$ cat src/rtl/vga_timing_gen_if.sv
// Renderer and DAC signal bundle for the VGA raster master.
// master = timing generator, slave = renderer/DAC side.
interface vga_timing_gen_if;
    logic [23:0] color;
    logic        test_mode;
    logic [9:0]  x_curr;
    logic [8:0]  y_curr;
    logic        frame_start;
    logic [7:0]  vga_r;
    logic [7:0]  vga_g;
    logic [7:0]  vga_b;
    logic        vga_hs;
    logic        vga_vs;
    logic        vga_blank_n;
    logic        vga_sync_n;
    logic        vga_clk;

    modport master (
        input  color, test_mode,
        output x_curr, y_curr, frame_start,
        output vga_r, vga_g, vga_b, vga_hs, vga_vs, vga_blank_n, vga_sync_n, vga_clk
    );

    modport slave (
        output color, test_mode,
        input  x_curr, y_curr, frame_start,
        input  vga_r, vga_g, vga_b, vga_hs, vga_vs, vga_blank_n, vga_sync_n, vga_clk
    );
endinterface

$ cat src/rtl/vga_timing_gen.sv
// VGA raster master: publishes clamped pixel coordinate, registers color/sync/blank one pixel later.
// No backpressure; optional colour-bar generator under VGA_TEST_PATTERN_EN.
module vga_timing_gen #(
    parameter int CLK_DIV  = 2,
    parameter int H_ACTIVE = 640,
    parameter int H_FP     = 16,
    parameter int H_SYNC   = 96,
    parameter int H_BP     = 48,
    parameter int V_ACTIVE = 480,
    parameter int V_FP     = 10,
    parameter int V_SYNC   = 2,
    parameter int V_BP     = 33
) (
    input  logic             clk,
    input  logic             reset,
    vga_timing_gen_if.master vga
);

    localparam int DIV_W = (CLK_DIV > 2) ? $clog2(CLK_DIV) : 1;
    localparam logic [DIV_W-1:0] DIV_LAST = DIV_W'(CLK_DIV - 1);
    localparam logic [DIV_W-1:0] DIV_HALF = DIV_W'(CLK_DIV / 2);

    localparam logic [9:0] H_ACT  = 10'(H_ACTIVE);
    localparam logic [9:0] H_LAST = 10'(H_ACTIVE + H_FP + H_SYNC + H_BP - 1);
    localparam logic [9:0] HS_BEG = 10'(H_ACTIVE + H_FP);
    localparam logic [9:0] HS_END = 10'(H_ACTIVE + H_FP + H_SYNC);
    localparam logic [9:0] X_MAX  = 10'(H_ACTIVE - 1);

    localparam logic [9:0] V_ACT  = 10'(V_ACTIVE);
    localparam logic [9:0] V_LAST = 10'(V_ACTIVE + V_FP + V_SYNC + V_BP - 1);
    localparam logic [9:0] VS_BEG = 10'(V_ACTIVE + V_FP);
    localparam logic [9:0] VS_END = 10'(V_ACTIVE + V_FP + V_SYNC);
    localparam logic [8:0] Y_MAX  = 9'(V_ACTIVE - 1);

    logic [DIV_W-1:0] div_cnt;
    logic [DIV_W-1:0] div_nxt;
    logic             pix_en;
    logic             run;
    logic [9:0]       h_cnt;
    logic [9:0]       v_cnt;
    logic             h_wrap;
    logic             v_wrap;
    logic             active;
    logic             hs_raw;
    logic             vs_raw;
    logic [9:0]       x_pos;
    logic [8:0]       y_pos;
    logic [23:0]      pix_rgb;

    logic [23:0]      rgb_q;
    logic             hs_q;
    logic             vs_q;
    logic             blank_n_q;
    logic             vga_clk_q;

    always_comb begin
        pix_en = (div_cnt == DIV_LAST);
        div_nxt = pix_en ? '0 : div_cnt + 1'b1;
        h_wrap = (h_cnt == H_LAST);
        v_wrap = (v_cnt == V_LAST);
        active = (h_cnt < H_ACT) && (v_cnt < V_ACT);
        hs_raw = !((h_cnt >= HS_BEG) && (h_cnt < HS_END));
        vs_raw = !((v_cnt >= VS_BEG) && (v_cnt < VS_END));
        // Clamp so renderers never see coordinates outside the visible area
        x_pos = (h_cnt < H_ACT) ? h_cnt : X_MAX;
        y_pos = (v_cnt < V_ACT) ? v_cnt[8:0] : Y_MAX;
    end

`ifdef VGA_TEST_PATTERN_EN
    logic [2:0]  bar;
    logic [23:0] pat_rgb;

    always_comb begin
        bar = 3'(x_pos / 10'd80);
        pat_rgb = 24'h000000;
        case (bar)
            3'd0: pat_rgb = 24'hFFFFFF;
            3'd1: pat_rgb = 24'hFFFF00;
            3'd2: pat_rgb = 24'h00FFFF;
            3'd3: pat_rgb = 24'h00FF00;
            3'd4: pat_rgb = 24'hFF00FF;
            3'd5: pat_rgb = 24'hFF0000;
            3'd6: pat_rgb = 24'h0000FF;
            3'd7: pat_rgb = 24'h000000;
            default: pat_rgb = 24'h000000;
        endcase
        pix_rgb = vga.test_mode ? pat_rgb : vga.color;
    end
`else
    logic unused_test_mode;
    assign unused_test_mode = vga.test_mode;
    assign pix_rgb = vga.color;
`endif

    // vga_clk is registered from the next divider value so it rises mid-pixel without glitches
    always_ff @(posedge clk or negedge reset) begin
        if (!reset) begin
            div_cnt   <= '0;
            vga_clk_q <= 1'b0;
        end else begin
            div_cnt   <= div_nxt;
            vga_clk_q <= (div_nxt >= DIV_HALF);
        end
    end

    // The first pix_en after reset only arms the raster; pixel (0,0) then lasts a full period
    always_ff @(posedge clk or negedge reset) begin
        if (!reset) begin
            run   <= 1'b0;
            h_cnt <= '0;
            v_cnt <= '0;
        end else if (pix_en) begin
            if (!run) begin
                run <= 1'b1;
            end else if (h_wrap) begin
                h_cnt <= '0;
                v_cnt <= v_wrap ? '0 : v_cnt + 10'd1;
            end else begin
                h_cnt <= h_cnt + 10'd1;
            end
        end
    end

    always_ff @(posedge clk or negedge reset) begin
        if (!reset) begin
            rgb_q     <= '0;
            hs_q      <= 1'b1;
            vs_q      <= 1'b1;
            blank_n_q <= 1'b0;
        end else if (pix_en) begin
            rgb_q     <= active ? pix_rgb : 24'h000000;
            hs_q      <= hs_raw;
            vs_q      <= vs_raw;
            blank_n_q <= active;
        end
    end

    assign vga.x_curr      = x_pos;
    assign vga.y_curr      = y_pos;
    assign vga.frame_start = pix_en && run && h_wrap && v_wrap;
    assign vga.vga_r       = rgb_q[23:16];
    assign vga.vga_g       = rgb_q[15:8];
    assign vga.vga_b       = rgb_q[7:0];
    assign vga.vga_hs      = hs_q;
    assign vga.vga_vs      = vs_q;
    assign vga.vga_blank_n = blank_n_q;
    assign vga.vga_sync_n  = 1'b0;
    assign vga.vga_clk     = vga_clk_q;

endmodule

$ cat src/flat_wrapper.sv
// flat-port wrapper written by rule: the top's interface ports become plain ports
module vga_timing_gen_flat 
#(
    parameter int CLK_DIV  = 2,
    parameter int H_ACTIVE = 640,
    parameter int H_FP     = 16,
    parameter int H_SYNC   = 96,
    parameter int H_BP     = 48,
    parameter int V_ACTIVE = 480,
    parameter int V_FP     = 10,
    parameter int V_SYNC   = 2,
    parameter int V_BP     = 33
)
  (clk, reset, vga_color, vga_test_mode, vga_x_curr, vga_y_curr, vga_frame_start, vga_vga_r, vga_vga_g, vga_vga_b, vga_vga_hs, vga_vga_vs, vga_vga_blank_n, vga_vga_sync_n, vga_vga_clk);
  vga_timing_gen_if vga_i ();
  input  logic clk;
  input  logic reset;
  input wire logic [$bits(vga_i.color)-1:0] vga_color;
  input wire logic [$bits(vga_i.test_mode)-1:0] vga_test_mode;
  output wire logic [$bits(vga_i.x_curr)-1:0] vga_x_curr;
  output wire logic [$bits(vga_i.y_curr)-1:0] vga_y_curr;
  output wire logic [$bits(vga_i.frame_start)-1:0] vga_frame_start;
  output wire logic [$bits(vga_i.vga_r)-1:0] vga_vga_r;
  output wire logic [$bits(vga_i.vga_g)-1:0] vga_vga_g;
  output wire logic [$bits(vga_i.vga_b)-1:0] vga_vga_b;
  output wire logic [$bits(vga_i.vga_hs)-1:0] vga_vga_hs;
  output wire logic [$bits(vga_i.vga_vs)-1:0] vga_vga_vs;
  output wire logic [$bits(vga_i.vga_blank_n)-1:0] vga_vga_blank_n;
  output wire logic [$bits(vga_i.vga_sync_n)-1:0] vga_vga_sync_n;
  output wire logic [$bits(vga_i.vga_clk)-1:0] vga_vga_clk;
  assign vga_i.color = vga_color;
  assign vga_i.test_mode = vga_test_mode;
  assign vga_x_curr = vga_i.x_curr;
  assign vga_y_curr = vga_i.y_curr;
  assign vga_frame_start = vga_i.frame_start;
  assign vga_vga_r = vga_i.vga_r;
  assign vga_vga_g = vga_i.vga_g;
  assign vga_vga_b = vga_i.vga_b;
  assign vga_vga_hs = vga_i.vga_hs;
  assign vga_vga_vs = vga_i.vga_vs;
  assign vga_vga_blank_n = vga_i.vga_blank_n;
  assign vga_vga_sync_n = vga_i.vga_sync_n;
  assign vga_vga_clk = vga_i.vga_clk;
  vga_timing_gen #(.CLK_DIV(CLK_DIV), .H_ACTIVE(H_ACTIVE), .H_FP(H_FP), .H_SYNC(H_SYNC), .H_BP(H_BP), .V_ACTIVE(V_ACTIVE), .V_FP(V_FP), .V_SYNC(V_SYNC), .V_BP(V_BP)) u_core (.clk(clk), .reset(reset), .vga(vga_i));
endmodule
$ cat config.mk
export PLATFORM = sky130hd
export DESIGN_NAME = vga_timing_gen_flat
export DESIGN_NICKNAME = d
export VERILOG_FILES = /design/src/rtl/vga_timing_gen_if.sv /design/src/rtl/vga_timing_gen.sv /design/src/flat_wrapper.sv
export SDC_FILE = /design/constraint.sdc
export NUM_CORES = 1
export LEC_CHECK = 0
export CAP_MARGIN = 20
export CORE_UTILIZATION = 40
export DETAILED_ROUTE_END_ITERATION = 10
export PLACE_DENSITY = 0.73
export REMOVE_ABC_BUFFERS = 1
export SLEW_MARGIN = 40
export SYNTH_ARGS = -nofsm -noshare
export SYNTH_HDL_FRONTEND = slang
export SYNTH_SLANG_ARGS = --single-unit
$ cat constraint.sdc
create_clock -name clk -period 1.68 [get_ports clk]
set_input_delay 0.42 -clock clk [delete_from_list [all_inputs] [get_ports clk]]
set_output_delay 0.42 -clock clk [all_outputs]
set_load 0.01 [all_outputs]
[Yosys cells after proc, flatten, opt, wreduce, memory -nomap -nowiden]
Index checks and enable logic that the tools add are counted.
Widths: inputs -> output; s select.
Storage, ports and cells
  bits in registers: 50
  bits in latches: 0
  RAM bits: 0
  bits in read-only memories: 0
  bits of input ports: 27
  output and inout bits: 49
  logic and storage cells: 37
  memories: 0
Cells by class
  add/sub/neg operators: 3
  multiply operators: 0
  div/mod/pow operators: 0
  order comparisons: 7
  eq/ne operators: 2
  shifts and indexed selects: 0
  mux-type cells: 6
  bitwise gates (word level): 0
  reduce and logical (&&, ||, !) cells: 10
Operator list (number)
  $mux 10: 3
  $mux 24: 1
  $add 10x1->10 const B: 2
  $eq 10x10->1 const B: 2
  $lt 10x10->1 const B: 2
  $lt 10x9->1 const B: 2
  $ge 10x10->1 const B: 1
  $ge 10x9->1 const B: 1
  $mux 9: 1
  $logic_and 1x1->1: 6
  $reduce_and 3->1: 1
  $logic_not 1->1: 2
  $reduce_and 2->1: 1
  $add 1x1->1 const B: 1
  $ge 1x1->1 const B: 1
  $mux 1: 1

[Longest topological paths before layout]
  depth after elaboration: 3
  gate-level depth with buffers: 7
  gate-level depth less buffers: 6

[Worst setup path before layout]
No wires, ideal clock.
  path type: reg2out
  from: register u_core.h_cnt[1]
  to: output port vga_frame_start
  data arrival time: 1.396 ns
  required time: 1.260 ns
  slack: -0.136 ns
  cell stages (with the launch flop): 6
  path buffers: 1
  cells stage by stage: dfrtp_1 ha_1 nand3_1 nor4_4 buf_4 nor2b_1
Between the ends
  word-level cells in the longest chain between the ends: 3
RTL lines
  from (decl): RTL line vga_timing_gen.sv:39  | logic [9:0] h_cnt;
  from (signal assigned): RTL line vga_timing_gen.sv:119  | h_cnt <= h_cnt + 10'd1;
  $eq 10x10->1: RTL line vga_timing_gen.sv:59  | h_wrap = (h_cnt == H_LAST);
  $logic_and 1x1->1 (2 in series): RTL line vga_timing_gen.sv:140  | assign vga.frame_start = pix_en && run && h_wrap && v_wrap;
  to (decl): RTL line flat_wrapper.sv:22  | output wire logic [$bits(vga_i.frame_start)-1:0] vga_frame_start;
Every way passes these cells.

[Worst setup path after layout]
  from: register u_core.h_cnt[7]
  to: output port vga_frame_start
The elaborated chain is that of the path after synthesis.

==> impl_metrics.csv <==
group,metric,value,unit
final_layout,final_nets,372,
power_and_ir_drop,ir_drop,0.494,mV
power_and_ir_drop,power_frac_seq,58.2,%
global_routing,grt_pass1_vias,2081,
timing,slew_viol_final,0,
cts,cts_tree,"built",
power_and_ir_drop,switchingPower,0.483,mW
power_and_ir_drop,totalPowerFinal,2.11,mW
cts,clkSlewWorstSetupHoldPaths,0.09,ns
route,routed_wl,6.16,mm
global_routing,grt_max_degree,39,
cts,cts_inserted_buffers,5,
timing,setup_viol,27,
timing,holdWs,0.480,ns
setup_path,cp.arrival,1.57,ns
yosys,synthTopCellsByCount,"dfrtp_1, a22o_1, nand2_1, nand3_1, a21oi_1",
power_and_ir_drop,intPower,1.62,mW
yosys,yosys-top-cells-area,"dfrtp_1, a22o_1, nand2_1",
power_and_ir_drop,switching_share,22.9,%
yosys,synth_flop_cell,"dfrtp_1",
final_layout,fin_cells,414,
outcome,status,"finished, violations left",
yosys,ys_ff_latch,49,
place,globalplace.congestion,0.817,
timing,period_minus_slack,1.99,ns
die,die_x,79.1,um
timing,fin_tns_setup,-2.58,ns
route,drtPass1Iterations,4,
yosys,synth_edf_count,0,
setup_path,critPathRequiredTime,1.26,ns
yosys,async_flop_share,100,%
yosys,synth_largest_area_cell,"dfrtp_1",
power_and_ir_drop,p_clk_share,32.9,%
timing,post-route-period-util,118,%
global_routing,busiest_layer,"met2",
global_routing,met2_usage,30.0,%
timing,clock.fmax,503,MHz
power_and_ir_drop,combPwrFrac,9.0,%
route,ant_nets,0,
yosys,synth_top_area_share,49.4,%
die,initial_core_util,42.4,%
cts,htreeDepth,2,
final_layout,drive_gt1_share,36.5,%
timing,rsz0062_at_grt,"true",
place,hpwlAfterDp,4.10,mm
place,dpl.cell_count,386,
die,dieArea,6260,um^2
die,rows,27,
yosys,syn-cell-area,2380,um^2
global_routing,grt_util_met1,26.2,%
global_routing,grt_pass1_wl,9.49,mm
die,core,5610,um^2
route,wire_per_inst,14.9,um
yosys,yosys_warnings,0,
yosys,yosysMostFrequentCell,"dfrtp_1",
cts,clock_latency,0.30,ns
yosys,avgSynthCellArea,11.1,um^2
setup_path,regToRegSetupSlack,-0.03,ns
final_layout,antennaDiodeCount,0,
setup_path,cp-end-kind,"primary output",
timing,finalHoldViolations,0,
yosys,netlist_instances,214,
global_routing,grt_use_total,19.8,%
timing,fin_skew,0.00515,ns
setup_path,crit_type,"reg -> out",
die,die_y,79.1,um
final_layout,final_core_util,68.7,%
run,drv_cap,0,
die,ioPinCount,76,
outcome,violations,"negative setup slack",
route,drc_errors,0,
timing,setup_slack,-0.308,ns
cts,cts_buffer_depth,2,
route,avgViaCountPerCell,5.14,
setup_path,crit_fanout,2,
route,vias,2127,
place,port_buffers,73,
yosys,synth_cell_types,49,
global_routing,antenna_found_initial,0,
final_layout,area_growth,61.9,%
global_routing,grtUsageMet3,6.67,%
power_and_ir_drop,p_leak,1.87,nW
power_and_ir_drop,cellPowerDensity,547,nW/um^2
yosys,synth_seq_area_share,51.7,%
cts,cts-root-buf,"clkbuf_8",
global_routing,grt_overflow,0,
cts,cts_sinks,49,
hold_path,hp-class,"reg -> reg",
route,dr.first_iter.drc_count,101,
setup_path,cp-start-kind,"flop",
[registers in the layout (all words and copies together), names as in the netlist]
signal,cells
u_core.rgb_q,24
u_core.h_cnt,10
u_core.v_cnt,10
u_core.div_cnt,1
u_core.run,1
u_core.vga.vga_blank_n,1
u_core.vga.vga_hs,1
u_core.vga.vga_vs,1
[per-stage QoR]
step                      worst slack [ns]  area (um^2)
final                               -0.308         3850
after global routing                -0.365         3850
after CTS                           -0.324         3670
after detailed placement            -0.462         3410
after global placement              -0.411         3410
after floorplan                     -0.271         2270
[kinds of logic (layout without fill, tap and decap cells)]
logic type | after synthesis | count (layout) | synth area share (%)
and+or+nand+nor | 80 | 81 | 21.3
DFF | 49 | 49 | 51.7
AOI/OAI and AO/OA | 45 | 45 | 14.1
buffers and inverters | 22 | 149 | 5.63
xor gates and xnor gates | 8 | 8 | 2.95
muxes | 5 | 5 | 2.10
adders and majority gates | 4 | 4 | 2.10
other | 1 | 1 | 0.158
[metal layers]
layer | share of wire (%) | routed length (um)
met5 | 0 | 0
met1 | 44 | 2680
met4 | 1.6 | 96
met2 | 47 | 2890
met3 | 8.0 | 490
[power groups by stage]
stage               Combinational, mW  Clock, mW  Sequential (mW)
CTS                             0.196      0.709             1.23
global route                    0.205      0.766             1.23
floorplan                      0.0271          0             1.26
global placement                0.190          0             1.25
finish                          0.189      0.692             1.23
detailed placement              0.195          0             1.25
[worst max-delay path, cell delays in order, from the launching register on]
cell and delay (ns):
dfrtp_1 0.42, nand4bb_4 0.22, nor4_4 0.31, nor2b_2 0.19, buf_2 0.13
[placed cells by master, fill, tap and decap left out, types with 7 or more instances in the layout]
cell type / Yosys / routed
clkdlybuf4s50_1: 0 / 35
a21oi_1: 9 / 7
nor2_1: 7 / 7
dfrtp_1: 47 / 47
buf_2: 5 / 9
buf_4: 2 / 36
dlymetal6s2s_1: 0 / 14
buf_6: 2 / 33
nand3_1: 11 / 10
a22o_1: 19 / 19
nand2_1: 16 / 12
[area by class of cell]
class	instances	area, um^2
clock inverters	2	15.0
well taps	72	90.1
flip-flops and latches	49	1230
inverters	7	26.3
fillers	456	1760
repair buffers	134	1290
clock buffers	6	72.6
multi-input cells	144	1120
[final timing paths]
| check | startpoint | cells after the start | to |
|---|---|---|---|
| min | u_core.vga.vga_blank_n | 1 | u_core.vga.vga_blank_n |
| min reg2reg | u_core.vga.vga_blank_n | 1 | u_core.vga.vga_blank_n |
| max reg2reg | u_core.h_cnt[9] | 9 | u_core.rgb_q[17] |
| max | u_core.h_cnt[7] | 4 | vga_frame_start |
| min in group asynchronous | reset | 2 | u_core.rgb_q[16] |
| max in group asynchronous | reset | 3 | u_core.vga.vga_vs |
[timing repair]
action,in CTS,in global routing
buffers inserted,13,9
cloned,0,1
hold buffers,1,0
endpoints found under the setup margin,23,61
pin swaps,15,16
endpoints found under the hold margin,10,0
gates resized for setup,114,44
Note: power is estimated with default switching activity, not from simulation.
